--- config.mk ---
export PLATFORM = sky130hd
export DESIGN_NAME = an13_decode_sched
export DESIGN_NICKNAME = d
export VERILOG_FILES = /design/src/rtl/an13_decode_sched.sv
export SDC_FILE = /design/constraint.sdc
export NUM_CORES = 1
export LEC_CHECK = 0
export CAP_MARGIN = 5
export CORE_MARGIN = 5
export CORE_UTILIZATION = 46
export DETAILED_ROUTE_END_ITERATION = 12
export GPL_TIMING_DRIVEN = 0
export HOLD_SLACK_MARGIN = 0.02
export PLACE_DENSITY = 0.72
export RECOVER_POWER = 100
export SLEW_MARGIN = 20
export SYNTH_ARGS = -nofsm -noshare
export SYNTH_HDL_FRONTEND = slang
export SYNTH_SLANG_ARGS = --single-unit
--- constraint.sdc ---
create_clock -name clk -period 5.8 [get_ports clk]
set_input_delay 0.58 -clock clk [delete_from_list [all_inputs] [get_ports clk]]
set_output_delay 0.58 -clock clk [all_outputs]
set_load 0.02 [all_outputs]
--- src/rtl/an13_decode_sched.sv ---
// Two-requester round-robin scheduler feeding a 2-stage A=13 Barrett AN-decode pipeline.
// Optional macro AN13_ERR_DROP_EN: suppress erroneous results and count them at the stage-2 load.
module an13_decode_sched #(
    parameter int CNT_W = 8
) (
    input  logic             clk,
    input  logic             rst,
    input  logic             in0_valid,
    output logic             in0_ready,
    input  logic [5:0]       in0_cw,
    input  logic             in1_valid,
    output logic             in1_ready,
    input  logic [5:0]       in1_cw,
    output logic             out_valid,
    input  logic             out_ready,
    output logic [2:0]       out_q,
    output logic [3:0]       out_r,
    output logic             out_err,
    output logic             out_src,
    output logic [5:0]       out_cw,
    output logic [CNT_W-1:0] err_cnt,
    input  logic             err_clr
);

    logic       en;
    logic       grant;
    logic       accept;
    logic       last_grant_reg;
    logic [5:0] sel_cw;
    logic [9:0] q_wide;
    logic [2:0] q_t;
    logic [4:0] r_t;

    logic       s1_valid_reg;
    logic       s1_src_reg;
    logic [5:0] s1_cw_reg;
    logic [2:0] s1_q_reg;
    logic [4:0] s1_r_reg;

    logic       fix;
    logic [2:0] q_next;
    logic [3:0] r_next;
    logic       err_next;
    logic       cnt_inc;

    always_comb begin
        en = !out_valid || out_ready;
        // With both requesting, the one not served last time wins.
        if (in0_valid && in1_valid) begin
            grant = !last_grant_reg;
        end else begin
            grant = in1_valid;
        end
        accept    = en && (in0_valid || in1_valid);
        in0_ready = accept && !grant;
        in1_ready = accept && grant;
        sel_cw    = grant ? in1_cw : in0_cw;
        // 9/128 approximates 1/13; the estimate may undershoot by one.
        q_wide    = 10'(sel_cw) * 10'd9;
        q_t       = q_wide[9:7];
        r_t       = 5'(sel_cw - 6'(q_t) * 6'd13);
    end

    always_comb begin
        fix      = (s1_r_reg >= 5'd13);
        q_next   = fix ? s1_q_reg + 3'd1 : s1_q_reg;
        r_next   = fix ? 4'(s1_r_reg - 5'd13) : s1_r_reg[3:0];
        err_next = (r_next != 4'd0);
`ifdef AN13_ERR_DROP_EN
        cnt_inc  = en && s1_valid_reg && err_next;
`else
        cnt_inc  = out_valid && out_ready && out_err;
`endif
    end

    always_ff @(posedge clk) begin
        if (rst) begin
            last_grant_reg <= 1'b1;
            s1_valid_reg   <= 1'b0;
            s1_src_reg     <= 1'b0;
            s1_cw_reg      <= '0;
            s1_q_reg       <= '0;
            s1_r_reg       <= '0;
            out_valid      <= 1'b0;
            out_q          <= '0;
            out_r          <= '0;
            out_err        <= 1'b0;
            out_src        <= 1'b0;
            out_cw         <= '0;
        end else if (en) begin
            if (accept) begin
                last_grant_reg <= grant;
            end
            s1_valid_reg <= accept;
            s1_src_reg   <= grant;
            s1_cw_reg    <= sel_cw;
            s1_q_reg     <= q_t;
            s1_r_reg     <= r_t;
`ifdef AN13_ERR_DROP_EN
            out_valid    <= s1_valid_reg && !err_next;
`else
            out_valid    <= s1_valid_reg;
`endif
            out_q        <= q_next;
            out_r        <= r_next;
            out_err      <= err_next;
            out_src      <= s1_src_reg;
            out_cw       <= s1_cw_reg;
        end
    end

    // Clear beats a same-cycle increment; the count sticks at all-ones.
    always_ff @(posedge clk) begin
        if (rst || err_clr) begin
            err_cnt <= '0;
        end else if (cnt_inc && !(&err_cnt)) begin
            err_cnt <= err_cnt + CNT_W'(1);
        end
    end

endmodule

==> results.md <==
* Sink Count at 41
* Synthesis-to-layout area growth at 28.7%
* Post-DP Area at 2740 sq um
* Die area at 6360 sq um
* Worst reg2reg path startpoint: last_grant_reg
* Clock Pin Slew Worst Setup and Hold Paths at 0.08 ns
* Synth area leaders: dfxtp_1 (37%), ha_1 (7.3%), nor2_1 (5.9%)
* Crit path time final at 5.40 ns
* Io pins at 44
* Row count at 25
* Total Routing Usage GR at 17.3%
* Share of the synthesized area in the top cell type at 36.7%
* # diodes at 0
* Worst EP required at 5.99 ns
* Arrival time worst endpoint at 5.59 ns
* Final setup vio count at 0
* Initial DRC Count at 86
* First-pass GRT wire length at 8.71 mm
* Pwr dens at 336 nW/um^2
* RSZ-0062 raised after global routing: false
* Post-cts sizing count at 0
* Syn Area/Cell at 8.42 sq um
* Critical path endpoint: s1_r_reg[3]
* Fin Clk Skew at 0.00305 ns
* Port bufs at 42
* Worst slew pin tran at 0.943 ns
* Initial core utilization at 47.4%
* Post-synth ARST share at 0%
* R2r worst-path depth at 18
* P_leak at 0.00118 uW
* Mapped Cells at 266
* Flop2flop setup slack at 0.88 ns
* Filler cell count at 451
* Max_cap viols at 0
* Residual DRC count at 0
* Vias at 1948
* Total wire length at 5.12 mm
* Clock tree root buffer cell: clkbuf_8
* Tot Pwr at 967 uW
* Max reg flops at 8
* Status: completed
* Routability cong. at 0.785
* Global route overflow at 0
* Latest clock arrival within the worst-skew pair at 0.30 ns
* Largest net degree at the start of global routing at 15
* Critical path capture point type: flop
* Peak VDD IR at 0.172 mV
* #FFs+latches synth at 41
* Clk buf depth at 2
* Hpwl dp at 3.99 mm
* Final nets at 348
* R2R Path End: s1_r_reg[3]
* Seq/Total Area, Yosys at 36.7%
* Synth area leader: dfxtp_1
* Startpoint Class: input port
* Vias in the first global route at 1852
* Post-CTS Setup Inserts at 0
* Setup tns final at 0 ns
* Hold Crit Class: flop to flop
* Multi-input logic area at 1300 sq um
* Post-synth EDFFs at 0
* FMAX at 0.185 GHz
* Final Cycle Share at 93.1%
* Unique cell type count in the Yosys netlist at 41
* Htree depth at 2
* Design Area, Final at 2880 sq um
* Synthesized Nets at 299
* Number of buffers created by CTS at 5
* Wirelength per Cell at 13.4 um
* Die Ht at 79.8 um
* Layout cells sized above 1 at 6.01%
* Die width at 79.8 um
* Final slew viol count at 0
* TritonCTS clock tree: yes
* Classification of the worst setup path: input port to flop
* ANT nets after route at 0
* Hold Buf Count CTS at 0
* Top_reg_cell synth: dfxtp_1
* Crit path max fanout at 10
* First drt pass iteration count at 4
* Synthesized area at 2240 sq um
* Synthesis Warnings at 0
* Via/cell ratio at 5.09
* Slew headroom at 36.5%
* Core area at 4720 sq um
* Sequential cell area at 821 sq um
* Initial antenna violation count at 0
* Setup crit start: in1_valid
* Hold Fails Final Rpt at 0
==> how the worst min path moves through the flow <==
stage / from / endpoint / slack (ns) / cells past startpoint
after global placement: out_cw[2] / out_cw[2] / 0.44 / 2
after CTS: out_cw[2] / out_cw[2] / 0.45 / 2
after floorplan: s1_cw_reg[0] / out_cw[0] / 0.44 / 2
after detailed placement: out_cw[2] / out_cw[2] / 0.44 / 2
final: out_cw[2] / out_cw[2] / 0.45 / 2
after global routing: out_q[0] / out_q[0] / 0.47 / 2
==> power by group <==
part           switching [uW]  internal [uW]  leakage, uW
clock                     106            173    0.0000687
sequential               31.0            322     0.000338
combinational             175            160     0.000776
==> metrics by stage <==
stage	hold slack [ns]	worst slack [ns]	util, %	std cells
global placement	0.439	0.157	58.1	375
detailed placement	0.444	0.0785	58.1	375
floorplan	0.437	1.09	-	266
global route	0.471	0.0918	61.0	383
CTS	0.455	0.379	61.0	383
finish	0.449	0.398	61.0	383
==> Yosys cell counts, drive strengths merged, types with 3 or more instances <==
| cell type | n |
|---|---|
| a31oi | 3 |
| mux2i | 8 |
| nor3 | 6 |
| nor3b | 4 |
| nor2 | 35 |
| xor2 | 4 |
| nand2 | 31 |
| a21oi | 23 |
| or3 | 3 |
| nand4 | 3 |
| clkbuf | 13 |
| mux2 | 4 |
| dfxtp | 41 |
| o21ai | 4 |
| nand3 | 5 |
| inv | 15 |
| nand2b | 4 |
| xnor2 | 13 |
| ha | 13 |
| a211oi | 11 |
==> layer usage <==
layer / track usage, % / share of wire (%) / vias to the layer above / wire length [um]
li1: - / - / 1003 / -
met1: 22.1 / 47 / 897 / 2420
met2: 29.3 / 47 / 43 / 2430
met3: 3.27 / 4.2 / 5 / 215
met4: 5.57 / 1.1 / 0 / 55
met5: 0 / 0 / - / 0
==> area by class of cell <==
cell class                 count  share of cell area (%)
buffer                        14                    2.22
clock buffer                   5                    2.39
clock inverter                 3                    2.39
inverter                      15                    1.95
multi-input combinational    196                    45.0
sequential                    41                    28.5
tap                           67                    2.91
timing repair buffer          42                    14.6
==> cells by family after synthesis <==
kind of cell | count (synthesis) | share of synthesized area [%]
buffers and inverters | 29 | 5.37
AO/OA/AOI/OAI | 53 | 15.5
flip-flops | 41 | 36.7
multiplexers | 12 | 6.88
AND/OR/NAND/NOR | 99 | 19.9
XOR/XNOR | 17 | 6.65
adder cells (fa/ha/maj) | 15 | 9.06
==> cells in the final DEF, fill, tap and decap left out, types with 4 or more instances in the layout <==
master            n
a211oi_1         11
nand2b_1          4
nor3_1            6
ha_1             13
nand2_1          31
dlygate4sd3_1    27
dfxtp_1          41
clkbuf_1         12
clkbuf_8          6
nor3b_1           4
nor2_1           35
nand3_1           5
xnor2_1          13
mux2i_1           6
xor2_1            4
inv_1            15
clkdlybuf4s50_1  15
o21ai_0           4
a21oi_1          23
==> critical path, stage by stage <==
cell             delay, ns
clkdlybuf4s50_1       0.50
a21boi_4              0.25
clkbuf_8              0.23
mux2i_1               0.54
xor2_1                0.14
ha_1                  0.34
nand4_1               0.10
mux2_4                0.29
a211o_1               0.32
xnor2_1               0.32
inv_1                 0.13
ha_1                  0.30
inv_1                 0.07
fa_1                  0.41
ha_1                  0.35
xnor2_1               0.14
a21oi_1               0.19
a22oi_1               0.12
mux2_2                0.27
Note: power is estimated with default switching activity, not from simulation.
